`config.mk`:
```
export PLATFORM = sky130hd
export DESIGN_NAME = inst_fetch_buffer_flat
export DESIGN_NICKNAME = d
export VERILOG_FILES = /design/src/rtl/inst_fetch_buffer_if.sv /design/src/rtl/inst_fetch_buffer.sv /design/src/flat_wrapper.sv
export SDC_FILE = /design/constraint.sdc
export NUM_CORES = 1
export LEC_CHECK = 0
export ABC_CLOCK_PERIOD_IN_PS = 9200
export BUFFER_PORTS_ARGS = -buffer_cell sky130_fd_sc_hd__buf_4
export CORE_MARGIN = 1
export CORE_UTILIZATION = 45
export DETAILED_ROUTE_END_ITERATION = 16
export PLACE_DENSITY = 0.64
export SETUP_SLACK_MARGIN = 0.4
export SLEW_MARGIN = 20
export SYNTH_ARGS = -nofsm -noshare
export SYNTH_HDL_FRONTEND = slang
export SYNTH_SLANG_ARGS = --single-unit
```
`constraint.sdc`:
```
create_clock -name clk -period 9.2 [get_ports clk]
set_input_delay 0 -clock clk [delete_from_list [all_inputs] [get_ports clk]]
set_output_delay 0 -clock clk [all_outputs]
set_load 0.005 [all_outputs]
```
`src/rtl/inst_fetch_buffer_if.sv`:
```
// rtl/inst_fetch_buffer_if.sv - instruction-memory read port and decode handshake bundle
interface inst_fetch_buffer_if #(
    parameter int INST_ADDR_WIDTH = 9,
    parameter int INST_WIDTH      = 32
);
    logic [INST_ADDR_WIDTH-1:0] imem_addr;
    logic                       imem_rd_en;
    logic [INST_WIDTH-1:0]      imem_rdata;
    logic                       inst_valid;
    logic                       inst_ready;
    logic [INST_WIDTH-1:0]      inst_data;
    logic [INST_ADDR_WIDTH-1:0] inst_pc;

    modport master (
        output imem_addr,
        output imem_rd_en,
        input  imem_rdata,
        output inst_valid,
        input  inst_ready,
        output inst_data,
        output inst_pc
    );

    modport slave (
        input  imem_addr,
        input  imem_rd_en,
        output imem_rdata,
        input  inst_valid,
        output inst_ready,
        input  inst_data,
        input  inst_pc
    );
endinterface

```
`src/rtl/inst_fetch_buffer.sv`:
```
// rtl/inst_fetch_buffer.sv - credit-gated fetch issue into a decode FIFO; FETCH_BUF_PC_TAG_EN adds per-entry PC tags
module inst_fetch_buffer #(
    parameter int INST_ADDR_WIDTH = 9,
    parameter int INST_WIDTH      = 32,
    parameter int DEPTH           = 4
) (
    input  logic                       clk,
    input  logic                       reset,
    input  logic                       run,
    input  logic                       flush,
    input  logic [INST_ADDR_WIDTH-1:0] pc_in,
    output logic                       pc_en,
    output logic [$clog2(DEPTH):0]     occupancy,
    inst_fetch_buffer_if.master        bus
);
    localparam int PTR_W = $clog2(DEPTH);
    localparam int OCC_W = PTR_W + 1;
    localparam logic [OCC_W:0]   DEPTH_CREDIT = (OCC_W+1)'(DEPTH);
    localparam logic [OCC_W-1:0] OCC_ONE      = OCC_W'(1);
    localparam logic [PTR_W-1:0] PTR_ONE      = PTR_W'(1);

    logic [PTR_W-1:0]      wr_ptr;
    logic [PTR_W-1:0]      rd_ptr;
    logic [OCC_W-1:0]      occ;
    logic                  inflight;
    logic [INST_WIDTH-1:0] data_mem [DEPTH];

    logic [OCC_W:0] credit;
    logic           issue;
    logic           push;
    logic           pop;

    // Issue only when every buffered and in-flight word still has a slot; a pop this cycle is not credited.
    // Issue is also held off while reset is asserted so the incrementor never advances during reset.
    always_comb begin
        credit = {1'b0, occ} + {{OCC_W{1'b0}}, inflight};
        issue  = reset && run && !flush && (credit < DEPTH_CREDIT);
        push   = inflight && !flush;
        pop    = (occ != '0) && bus.inst_ready;
    end

    assign bus.imem_rd_en = issue;
    assign pc_en          = issue;
    assign bus.imem_addr  = pc_in;
    assign bus.inst_valid = (occ != '0);
    assign bus.inst_data  = data_mem[rd_ptr];
    assign occupancy      = occ;

    // FIFO pointers, occupancy and in-flight flag; flush discards everything and outranks push/pop.
    always_ff @(posedge clk) begin
        if (!reset) begin
            wr_ptr   <= '0;
            rd_ptr   <= '0;
            occ      <= '0;
            inflight <= 1'b0;
            for (int i = 0; i < DEPTH; i++) begin
                data_mem[i] <= '0;
            end
        end else if (flush) begin
            wr_ptr   <= '0;
            rd_ptr   <= '0;
            occ      <= '0;
            inflight <= 1'b0;
        end else begin
            inflight <= issue;
            if (push) begin
                data_mem[wr_ptr] <= bus.imem_rdata;
                wr_ptr           <= wr_ptr + PTR_ONE;
            end
            if (pop) begin
                rd_ptr <= rd_ptr + PTR_ONE;
            end
            if (push && !pop) begin
                occ <= occ + OCC_ONE;
            end else if (pop && !push) begin
                occ <= occ - OCC_ONE;
            end
        end
    end

`ifdef FETCH_BUF_PC_TAG_EN
    logic [INST_ADDR_WIDTH-1:0] inflight_pc;
    logic [INST_ADDR_WIDTH-1:0] pc_mem [DEPTH];

    // Remember the address of the outstanding read and file it alongside its returned word.
    always_ff @(posedge clk) begin
        if (!reset) begin
            inflight_pc <= '0;
            for (int i = 0; i < DEPTH; i++) begin
                pc_mem[i] <= '0;
            end
        end else begin
            if (issue) begin
                inflight_pc <= pc_in;
            end
            if (push) begin
                pc_mem[wr_ptr] <= inflight_pc;
            end
        end
    end

    assign bus.inst_pc = pc_mem[rd_ptr];
`else
    assign bus.inst_pc = '0;
`endif
endmodule

```
`src/flat_wrapper.sv`:
```
// flat-port wrapper written by rule: the top's interface ports become plain ports
module inst_fetch_buffer_flat 
#(
    parameter int INST_ADDR_WIDTH = 9,
    parameter int INST_WIDTH      = 32,
    parameter int DEPTH           = 4
)
  (clk, reset, run, flush, pc_in, pc_en, occupancy, bus_imem_addr, bus_imem_rd_en, bus_imem_rdata, bus_inst_valid, bus_inst_ready, bus_inst_data, bus_inst_pc);
  inst_fetch_buffer_if #(.INST_ADDR_WIDTH(INST_ADDR_WIDTH), .INST_WIDTH(INST_WIDTH)) bus_i ();
  input  logic clk;
  input  logic reset;
  input  logic run;
  input  logic flush;
  input  logic [INST_ADDR_WIDTH-1:0] pc_in;
  output logic pc_en;
  output logic [$clog2(DEPTH):0] occupancy;
  output wire logic [$bits(bus_i.imem_addr)-1:0] bus_imem_addr;
  output wire logic [$bits(bus_i.imem_rd_en)-1:0] bus_imem_rd_en;
  input wire logic [$bits(bus_i.imem_rdata)-1:0] bus_imem_rdata;
  output wire logic [$bits(bus_i.inst_valid)-1:0] bus_inst_valid;
  input wire logic [$bits(bus_i.inst_ready)-1:0] bus_inst_ready;
  output wire logic [$bits(bus_i.inst_data)-1:0] bus_inst_data;
  output wire logic [$bits(bus_i.inst_pc)-1:0] bus_inst_pc;
  assign bus_imem_addr = bus_i.imem_addr;
  assign bus_imem_rd_en = bus_i.imem_rd_en;
  assign bus_i.imem_rdata = bus_imem_rdata;
  assign bus_inst_valid = bus_i.inst_valid;
  assign bus_i.inst_ready = bus_inst_ready;
  assign bus_inst_data = bus_i.inst_data;
  assign bus_inst_pc = bus_i.inst_pc;
  inst_fetch_buffer #(.INST_ADDR_WIDTH(INST_ADDR_WIDTH), .INST_WIDTH(INST_WIDTH), .DEPTH(DEPTH)) u_core (.clk(clk), .reset(reset), .run(run), .flush(flush), .pc_in(pc_in), .pc_en(pc_en), .occupancy(occupancy), .bus(bus_i));
endmodule
```
======== Yosys cells after proc, flatten, opt, wreduce, memory -nomap -nowiden ========
Memories as Yosys holds them, arrays and structs flattened. A register that Yosys moved wholly into a read port is not among the register bits.
Index checks and enable logic that the tools add are counted.
storage, ports and cells
  memory bits (read-only) ................. 0
  logic and storage cells ................. 38
  flip-flop bits (word level) ............. 8
  output and inout bits ................... 56
  RAM bits ................................ 128
  input bits .............................. 46
  memories kept ........................... 1
  bits in latches ......................... 0
cells by class
  muxes and demuxes ....................... 12
  eq/ne operators ......................... 0
  $lt $le $gt $ge ......................... 1
  shift operators ......................... 0
  multiply operators ...................... 0
  $add $sub $neg .......................... 5
  div/mod/pow operators ................... 0
  reductions and logical operators ........ 14
  bitwise gates (word level) .............. 1
memory list
  name             words  width  read ports  clocked after Yosys merged registers in  write ports  RTL line                 text
  u_core.data_mem  4      32     1           1                                        4            inst_fetch_buffer.sv:26  logic [INST_WIDTH-1:0] data_mem [DEPTH];
operators by type and width
  operator                                             count
  two-way mux 32 bit                                   1
  OR reduction 32 bit                                  1
  logical AND 1 bit                                    7
  two-way mux 1 bit                                    6
  two-way mux 2 bit                                    3
  two-way mux 3 bit                                    2
  adder 2 x 1 -> 2 bit (second input constant)         2
  adder 3 x 1 -> 4 bit                                 1
  < comparator 4 x 3 -> 1 bit (second input constant)  1
  adder 3 x 1 -> 3 bit (second input constant)         1
  zero test 1 bit                                      3
  nonzero test 3 bit                                   1
  subtractor 3 x 1 -> 3 bit (second input constant)    1
  nonzero test 2 bit                                   1
  OR reduction 2 bit                                   1
  NOT 1 bit                                            1

======== Logic depth before layout (Yosys ltp) ========
Gate-level depths: netlist of run 1.
  depth in word-level cells ............... 8
  mapped depth ............................ 8
  mapped depth without buffers ............ 8

======== Least setup slack after synthesis of run 1 ========
Ideal clock, no wire load.
  kind .................................... register to register
  from .................................... register u_core.inflight
  to ...................................... memory u_core.data_mem[2][0] (enable)
  cell stages (with the launch flop) ...... 3
  library setup time ...................... 0.466 ns
  period minus slack after synthesis ...... 3.390 ns
  setup slack ............................. 5.810 ns
  arrival time ............................ 2.924 ns
  cell sequence ........................... dfxtp_1 or2b_1 o21ai_0
RTL lines
  what                    RTL line                 text
  start, declared         inst_fetch_buffer.sv:25  logic inflight;
  start signal, assigned  inst_fetch_buffer.sv:65  inflight <= issue;
  end, declared           inst_fetch_buffer.sv:26

==> results of run 1 <==
==> critical path, delay by kind of cell, from the launching register on <==
kind / cells / cell delay (ns)
simple gates: 3 / 1.58
flops: 1 / 0.41
==> layer usage <==
layer,track usage,vias to the layer above
li1,-,1559
met1,0.222,1683
met2,0.310,88
met3,0.0354,4
met4,0.0657,0
met5,0,-
==> cells in the mapped netlist (all sizes together), types with 2 or more instances <==
cell / count
nand2b: 3
nand3b: 2
nor4b: 2
nor2: 8
and3: 2
or3: 2
edfxtp: 128
buf: 32
mux4: 32
and2: 128
xor2: 4
dfxtp: 10
inv: 3
o21ai: 4
clkbuf: 7
xnor2: 2
==> state kept, by name (all words and copies together), names as in the netlist, named ones only <==
name              cells
u_core.wr_ptr         2
u_core.inflight       1
u_core.rd_ptr         2
u_core.occupancy      3
u_core.data_mem     128
==> power breakdown <==
part	switching (mW)	internal [mW]
registers	0.00708	0.707
logic	0.0381	0.0458
clock network	0.239	0.422
==> layout make-up <==
cell class | instances | share of cell area
Inverter | 3 | 0.00147
Tap cell | 176 | 0.0287
Multi-Input combinational cell | 207 | 0.246
Clock buffer | 22 | 0.0578
Timing Repair Buffer | 114 | 0.123
Sequential cell | 138 | 0.527
Clock inverter | 10 | 0.0163
==> placed cells by master (no fill, tap or decap), types with 3 or more instances in the layout <==
cell,n
edfxtp_1,128
mux4_2,29
dlygate4sd3_1,34
mux4_1,3
bufinv_16,3
xor2_1,4
dfxtp_1,8
clkinv_1,3
nor2_1,7
clkbuf_16,17
and2_1,128
clkbuf_1,5
inv_1,3
conb_1,9
clkinv_2,3
buf_4,79
o21ai_4,3
==> cells by family (layout without fill, tap and decap cells) <==
kind of cell / count (synthesis) / in the layout / share of synthesized area
AOI/OAI and AO/OA: 7 / 7 / 0.00669
xor gates and xnor gates: 6 / 6 / 0.00851
adders and majority gates: 2 / 2 / 0.00527
buffers and inverters: 42 / 149 / 0.0504
DFF: 138 / 138 / 0.655
muxes: 33 / 33 / 0.120
other: 1 / 9 / 0.000607
and+or+nand+nor: 150 / 150 / 0.154
==> timing repair <==
item | CTS | global route
hold buffers | 34 | 0
gates resized for setup | 0 | 0
buffers inserted | 0 | 0
endpoints found under the hold margin | 131 | 0
==> final timing paths <==
check | end | start | cells past startpoint
min reg2reg | flip-flop | u_core.rd_ptr[1] | 2
min | bus_imem_addr[3] | pc_in[3] | 0
max | u_core.data_mem[0][12] | u_core.inflight | 3
max reg2reg | u_core.data_mem[0][12] | u_core.inflight | 3
==> metrics by stage <==
| stage | area [um^2] | utilization | worst slack, ns |
|---|---|---|---|
| floorplan | 6210 | - | 5.81 |
| global placement | 6760 | 0.508 | 6.46 |
| detailed placement | 6760 | 0.508 | 6.37 |
| CTS | 7670 | 0.577 | 6.35 |
| global route | 7680 | 0.578 | 6.67 |
| finish | 7680 | 0.578 | 6.81 |
==> flow_metrics.env, run 1 <==
export IMPL_coreArea_um2=13300
export IMPL_synth_edf_count=128
export IMPL_io_pins=102
export IMPL_fin_setup_tns_ns=0
export IMPL_arrival_ns=2.41
export IMPL_setup_violations=0
export IMPL_ant_nets=0
export IMPL_wl_met3_um=526
export IMPL_max_stage_delay_ns=0.84
export IMPL_power_total_mw=1.46
export IMPL_fin_cells=670
export IMPL_grt_pass1_wl_um=18600
export IMPL_synthTopCellsByArea="edfxtp_1, and2_1, mux4_2"
export IMPL_num_rows=42
export IMPL_crit_type="flip-flop to flip-flop"
export IMPL_clock_sinks=138
export IMPL_critPathLaunchType="flip-flop"
export IMPL_dieArea_um2=14200
export IMPL_worst_slew_pin_slew_ns=0.904
export IMPL_cts_tree="yes"
export IMPL_ff2ff_setup_slack_ns=6.81
export IMPL_synth_top_area_share=0.622
export IMPL_worstPathRequired_ns=9.23
export IMPL_cts_made_buffers=17
export IMPL_max_freq_mhz=419
export IMPL_area_growth_synth_to_final_pct=24.4
export IMPL_synth_seq_cells=138
export IMPL_initial_core_util=0.465
export IMPL_drcViolationCount=0
export IMPL_grt_antenna_before_repair=0
export IMPL_ys_seq_area_frac=0.655
export IMPL_syn_area_per_cell_um2=16.3
export IMPL_place_gp_congestion=0.711
export IMPL_die_w_um=119
export IMPL_grt_setup_unrepaired="false"
export IMPL_clock_latency_ns=0.41
export IMPL_fin_skew_ns=0.00954
export IMPL_wirelength_um=11900
export IMPL_async_reset_ff_frac=0
export IMPL_htree_levels=4
export IMPL_yosys_area_top_type="edfxtp_1"
export IMPL_routed_top_layer="met4"
export IMPL_syn_area_um2=6180
export IMPL_cp_slowest_cell="nand2b_2"
export IMPL_drv_cap=0
export IMPL_dpl_hpwl_um=6690
export IMPL_wl_per_cell_um=17.8
export IMPL_grt_use_total=0.179
export IMPL_first_global_vias=3527
export IMPL_grt_max_degree=34
export IMPL_dr_first_iter_drc_count=199
export IMPL_portBuffers=74
export IMPL_diodes=0
export IMPL_hold_class="input port to output port"
export IMPL_vias_per_cell=4.98
export IMPL_layout_drive_gt1_share=0.289
export IMPL_ys_types=32
export IMPL_crit_fanout=32
export IMPL_status="finished, final reports clean"
export IMPL_dr_pass1_iters=4
export IMPL_final_seq_area_um2=4050
export IMPL_synth_ff_type="edfxtp_1"
export IMPL_cellPowerDensity_nw_per_um2=190
export IMPL_multi_input_area_um2=1890
export IMPL_post_route_period_util=0.260
export IMPL_peakVddDrop_mv=0.110
export IMPL_clk_path_buf_depth=2
export IMPL_dp_cells=603
export IMPL_slew_viol_final=0
export IMPL_vias=3334
export IMPL_die_h_um=119
export IMPL_path_cells="nand3b_1 -> nor3_4 -> nand2b_2"
export IMPL_period_needed_ns=2.39
export IMPL_timing_hold_ws_ns=0.00000225
export IMPL_grt_ovfl_total=0
export IMPL_nets=529
export IMPL_p_leak_nw=2.94
export IMPL_clk_pin_slew_worst_paths_ns=0.06
export IMPL_relSlewSlack=0.397
export IMPL_wl_met1_um=5070
export IMPL_routed_wl_met2_um=6300
export IMPL_finalHoldViolCount=0
export IMPL_clk_root_buffer_cell="clkbuf_16"
export IMPL_syn_inst=379
export IMPL_end_kind="flip-flop"
export IMPL_n_fill_cell=1038
export IMPL_synth_warnings=0
(Power assumes the default switching activity.)
==> run 2, diff against run 1 <==
- ABC_CLOCK_PERIOD_IN_PS: 9200 -> 2500
- clock period: 9.2 -> 2.5 ns (I/O delays scaled with it)
==> flow_metrics.env, run 2 (synthesis gave the netlist of run 1 again) <==
export IMPL_post_route_period_util=0.814
export IMPL_drcViolationCount=0
export IMPL_period_needed_ns=2.03
export IMPL_grt_setup_unrepaired="true"
export IMPL_clk_root_buffer_cell="clkbuf_16"
export IMPL_path_cells="or2b_1 -> inv_1 -> ha_1 -> inv_1 -> fa_1 -> xor2_1 -> or3_1 -> a21oi_1"
export IMPL_vias=3368
export IMPL_wl_per_cell_um=17.9
export IMPL_n_fill_cell=1037
export IMPL_end_kind="flip-flop"
export IMPL_design_area_um2=7740
export IMPL_crit_fanout=6
export IMPL_finalHoldViolCount=0
export IMPL_max_stage_delay_ns=0.38
export IMPL_post_route_util=0.582
export IMPL_relSlewSlack=0.604
export IMPL_clk_pin_slew_worst_paths_ns=0.05
export IMPL_max_freq_mhz=492
export IMPL_cts_tree="yes"
export IMPL_multi_input_area_um2=1900
export IMPL_dr_pass1_iters=5
export IMPL_portBuffers=74
export IMPL_fin_setup_tns_ns=0
export IMPL_grt_pass1_wl_um=18700
export IMPL_initial_core_util=0.465
export IMPL_diodes=0
export IMPL_status="finished, final reports clean"
export IMPL_fin_skew_ns=0.00661
export IMPL_nets=536
export IMPL_dpl_hpwl_um=6940
export IMPL_clk_path_buf_depth=2
export IMPL_p_leak_nw=2.97
export IMPL_num_rows=42
export IMPL_fin_ws_ns=0.466
export IMPL_die_h_um=119
export IMPL_drv_cap=0
export IMPL_power_total_mw=5.24
export IMPL_die_w_um=119
export IMPL_wirelength_um=12100
export IMPL_dieArea_um2=14200
export IMPL_peakVddDrop_mv=0.411
export IMPL_cp_slowest_cell="fa_1"
export IMPL_worstPathRequired_ns=2.84
export IMPL_first_global_vias=3528
export IMPL_worst_slew_pin_slew_ns=0.586
export IMPL_critPathLaunchType="flip-flop"
export IMPL_vias_per_cell=4.97
export IMPL_place_gp_congestion=0.764
export IMPL_grt_antenna_before_repair=0
export IMPL_grt_use_total=0.182
export IMPL_grt_ovfl_total=0
export IMPL_io_pins=102
export IMPL_clock_latency_ns=0.41
export IMPL_slew_viol_final=0
export IMPL_dpl_worst_slack_ns=0.381
export IMPL_coreArea_um2=13300
export IMPL_cellPowerDensity_nw_per_um2=677
export IMPL_layout_drive_gt1_share=0.303
export IMPL_setup_violations=0
export IMPL_htree_levels=4
export IMPL_cts_made_buffers=17
export IMPL_hold_class="input port to output port"
export IMPL_ant_nets=0
export IMPL_area_growth_synth_to_final_pct=25.4
export IMPL_final_seq_area_um2=4050
export IMPL_postPlaceCellArea_um2=6840
export IMPL_dr_first_iter_drc_count=174
export IMPL_worst_path_most_repeated_cell="inv_1"
export IMPL_clock_sinks=138
export IMPL_final_cell_mix="and2_1, edfxtp_1, buf_4"
export IMPL_crit_type="flip-flop to flip-flop"
export IMPL_grt_max_degree=33
export IMPL_largest_reg_flops=128
export IMPL_top_register="u_core.data_mem"
export IMPL_arrival_ns=2.37
-- run 2: changes by cell type in the layout (fill, tap and decap cells not counted), sizes merged --
cell	before	now
buf	80	87
clkbuf	22	28
clkinv	7	3
bufinv	3	1
-- run 2: worst max-delay path: cells and delay by family, from the launching register on --
kind / cells / cell delay (ns)
fa+ha+maj: 2 / 0.56
simple gates: 2 / 0.60
compound gates: 1 / 0.13
buf+inv: 2 / 0.15
xor+xnor: 1 / 0.16
flops: 1 / 0.37
-- run 2: power breakdown --
group          internal (mW)  switching, mW  total (mW)
sequential              2.60         0.0270        2.63
clock                   1.44          0.851        2.29
combinational          0.177          0.143       0.321
total                   4.22           1.02        5.24
-- run 2: final timing paths --
kind | start | end | slack (ns) | cells past startpoint
worst max-delay path | u_core.inflight | u_core.occupancy[2] | 0.47 | 8
worst max register to register | u_core.inflight | u_core.occupancy[2] | 0.47 | 8
worst min-delay path | pc_in[6] | bus_imem_addr[6] | 0.000002 | 0
worst min register to register | u_core.inflight | u_core.wr_ptr[0] | 0.54 | 2
-- run 2: what timing repair did --
item,4_1_cts,5_1_grt
hold buffers,34,0
setup buffers,0,1
setup endpoints to repair,1,11
pin swaps,0,1
endpoints found under the hold margin,131,0
resized for setup,1,3
gates cloned,0,0
-- run 2: final cells by class --
cell class / instances / share of cell area
Inverter: 3 / 0.00145
Multi-Input combinational cell: 207 / 0.245
Timing Repair Buffer: 121 / 0.132
Sequential cell: 138 / 0.523
Tap cell: 176 / 0.0284
Clock inverter: 4 / 0.00582
Clock buffer: 28 / 0.0642
-- run 2: per-layer routing --
layer,part of all wire,global-route usage,wire length (um)
met1,0.43,0.224,5170
met3,0.048,0.0532,579
met5,0,0,0
met2,0.51,0.302,6190
met4,0.017,0.0672,205
-- run 2: metrics by stage --
step | hold slack (ns) | cells
final | 0.00000199 | 677
after floorplan | 0.0808 | 387
after global routing | 0.00000797 | 677
after global placement | 0.0000601 | 610
after CTS | 0.0000601 | 676
after detailed placement | 0.0000601 | 610
==> run 3, diff against run 2 <==
- ABC_AREA: unset -> 1
- ABC_CLOCK_PERIOD_IN_PS: 2500 -> 1800
- PLACE_DENSITY: 0.64 -> 0.67
- clock period: 2.5 -> 1.8 ns (I/O delays scaled with it)
==> flow_metrics.env, run 3 <==
export IMPL_status="finished, final reports clean"
export IMPL_dieArea_um2=14200
export IMPL_ys_seq_area_frac=0.654
export IMPL_vias=4817
export IMPL_slew_viol_final=0
export IMPL_fin_cells=908
export IMPL_ys_types=29
export IMPL_clk_pin_slew_worst_paths_ns=0.06
export IMPL_wl_per_cell_um=19.0
export IMPL_largest_reg_flops=128
export IMPL_grt_antenna_before_repair=0
export IMPL_htree_levels=4
export IMPL_grt_use_total=0.245
export IMPL_synth_common_cells="nor2_1, edfxtp_1, o21ai_0"
export IMPL_drv_cap=0
export IMPL_p_leak_nw=3.64
export IMPL_place_gp_congestion=0.779
export IMPL_critPathCapture="bus_inst_data[11]"
export IMPL_yosysMostFrequentCell="nor2_1"
export IMPL_grt_pass1_wl_um=25600
export IMPL_cts_made_buffers=17
export IMPL_hold_class="input port to output port"
export IMPL_post_route_util=0.664
export IMPL_top_register="u_core.data_mem"
export IMPL_r2r_start="u_core.occupancy[2]"
export IMPL_syn_area_um2=6180
export IMPL_end_kind="output port"
export IMPL_first_global_vias=4783
export IMPL_clock_latency_ns=0.42
export IMPL_max_freq_mhz=608
export IMPL_final_cell_mix="edfxtp_1, nor2_1, buf_4"
export IMPL_grt_ovfl_total=0
export IMPL_drcViolationCount=0
export IMPL_dpl_hpwl_um=8340
export IMPL_synth_seq_cells=138
export IMPL_synthTopCellsByArea="edfxtp_1, nor2_1, o21ai_0"
export IMPL_vias_per_cell=5.31
export IMPL_die_w_um=119
export IMPL_setup_violations=0
export IMPL_syn_area_per_cell_um2=10.9
export IMPL_wirelength_um=17300
export IMPL_cellPowerDensity_nw_per_um2=878
export IMPL_arrival_ns=1.64
export IMPL_grt_max_degree=33
export IMPL_critPathLaunchType="flip-flop"
export IMPL_fin_setup_tns_ns=0
export IMPL_num_rows=42
export IMPL_dp_cells=797
export IMPL_io_pins=102
export IMPL_power_total_mw=7.76
export IMPL_ff2ff_setup_slack_ns=0.19
export IMPL_dr_first_iter_drc_count=410
export IMPL_crit_type="flip-flop to output port"
export IMPL_clock_sinks=138
export IMPL_ant_nets=0
export IMPL_portBuffers=74
export IMPL_crit_fanout=12
export IMPL_worstReg2RegEnd="u_core.occupancy[1]"
export IMPL_finalHoldViolCount=0
export IMPL_n_fill_cell=957
export IMPL_rr_worst_depth=8
export IMPL_clk_root_buffer_cell="clkbuf_16"
export IMPL_nets=767
export IMPL_yosys_area_top_type="edfxtp_1"
export IMPL_period_needed_ns=1.64
export IMPL_layout_drive_gt1_share=0.398
export IMPL_async_reset_ff_frac=0
export IMPL_synth_edf_count=128
export IMPL_peakVddDrop_mv=0.580
export IMPL_clk_path_buf_depth=2
export IMPL_coreArea_um2=13300
export IMPL_dr_pass1_iters=5
export IMPL_area_growth_synth_to_final_pct=42.9
export IMPL_final_common_cell="edfxtp_1"
export IMPL_post_route_period_util=0.914
export IMPL_die_h_um=119
export IMPL_syn_inst=569
export IMPL_grt_setup_unrepaired="true"
export IMPL_cts_tree="yes"
export IMPL_synth_ff_type="edfxtp_1"
export IMPL_fin_skew_ns=0.00555
export IMPL_initial_core_util=0.465
export IMPL_synth_warnings=0
export IMPL_synth_top_area_share=0.622
export IMPL_diodes=0
export IMPL_worstPathRequired_ns=1.80
-- run 3: final cells by class --
class                      instances  area (um^2)  share of cell area
inverter                          48          193              0.0218
multi-input combinational        343         2030               0.230
timing repair buffer             170         1730               0.196
clock buffer                      17          425              0.0482
sequential                       138         4070               0.461
timing repair inverter             1         6.26            0.000709
tap                              176          220              0.0249
clock inverter                    15          158              0.0179
-- run 3: layer usage --
metal	wire length, um	up-vias	track usage	share of wire
met4	512	0	0.109	0.030
met1	6700	2329	0.302	0.39
met3	1260	41	0.0603	0.073
li1	-	2217	-	-
met5	0	-	0	0
met2	8820	230	0.408	0.51
-- run 3: logic make-up (layout without fill, tap and decap cells) --
family,count (synthesis),count (layout),share of synthesized area
buffers and inverters,98,251,0.0816
AOI/OAI and AO/OA,107,107,0.0939
DFF,138,138,0.654
other,1,9,0.000607
xor gates and xnor gates,1,1,0.00142
and+or+nand+nor,222,224,0.163
adders and majority gates,2,2,0.00526
-- run 3: repair_timing --
action                                  in CTS  in global routing
resized for setup                           43                 98
hold buffers                                36                  0
cloned                                       9                  5
pin swaps                                   18                 29
buffers inserted                            22                  7
endpoints found under the setup margin     184                162
endpoints found under the hold margin      130                  0
-- run 3: worst max-delay path: stages (launching register included) --
cell     delay (ns)
dfxtp_4        0.47
inv_8          0.08
buf_12         0.15
o21ai_1        0.20
o22ai_2        0.15
buf_4          0.16
-- run 3: worst min path at each step --
stage          depth (start not counted)  slack [ns]     start                to
6_report                               0    0.000002  pc_in[8]  bus_imem_addr[8]
5_1_grt                                0     0.00001  pc_in[0]  bus_imem_addr[0]
4_1_cts                                0     0.00004  pc_in[3]  bus_imem_addr[3]
3_5_place_dp                           0     0.00004  pc_in[3]  bus_imem_addr[3]
3_3_place_gp                           0     0.00004  pc_in[3]  bus_imem_addr[3]
2_1_floorplan                          1        0.08  pc_in[0]  bus_imem_addr[0]
-- run 3: stage by stage --
step	setup slack, ns	hold slack [ns]	instance area [um^2]
final	0.156	0.00000183	8830
after global routing	0.117	0.0000106	8830
after global placement	0.142	0.0000381	6940
after CTS	0.221	0.0000381	8360
after detailed placement	0.0842	0.0000381	6940
after floorplan	0.196	0.0808	6280
-- run 3: report_power, final --
| group | total, mW | leakage (nW) | internal [mW] | switching, mW |
|---|---|---|---|---|
| Sequential | 3.65 | 1.41 | 3.60 | 0.0445 |
| Clock | 3.47 | 0.291 | 2.15 | 1.32 |
| Combinational | 0.639 | 1.93 | 0.328 | 0.311 |
| Total | 7.76 | 3.64 | 6.08 | 1.68 |
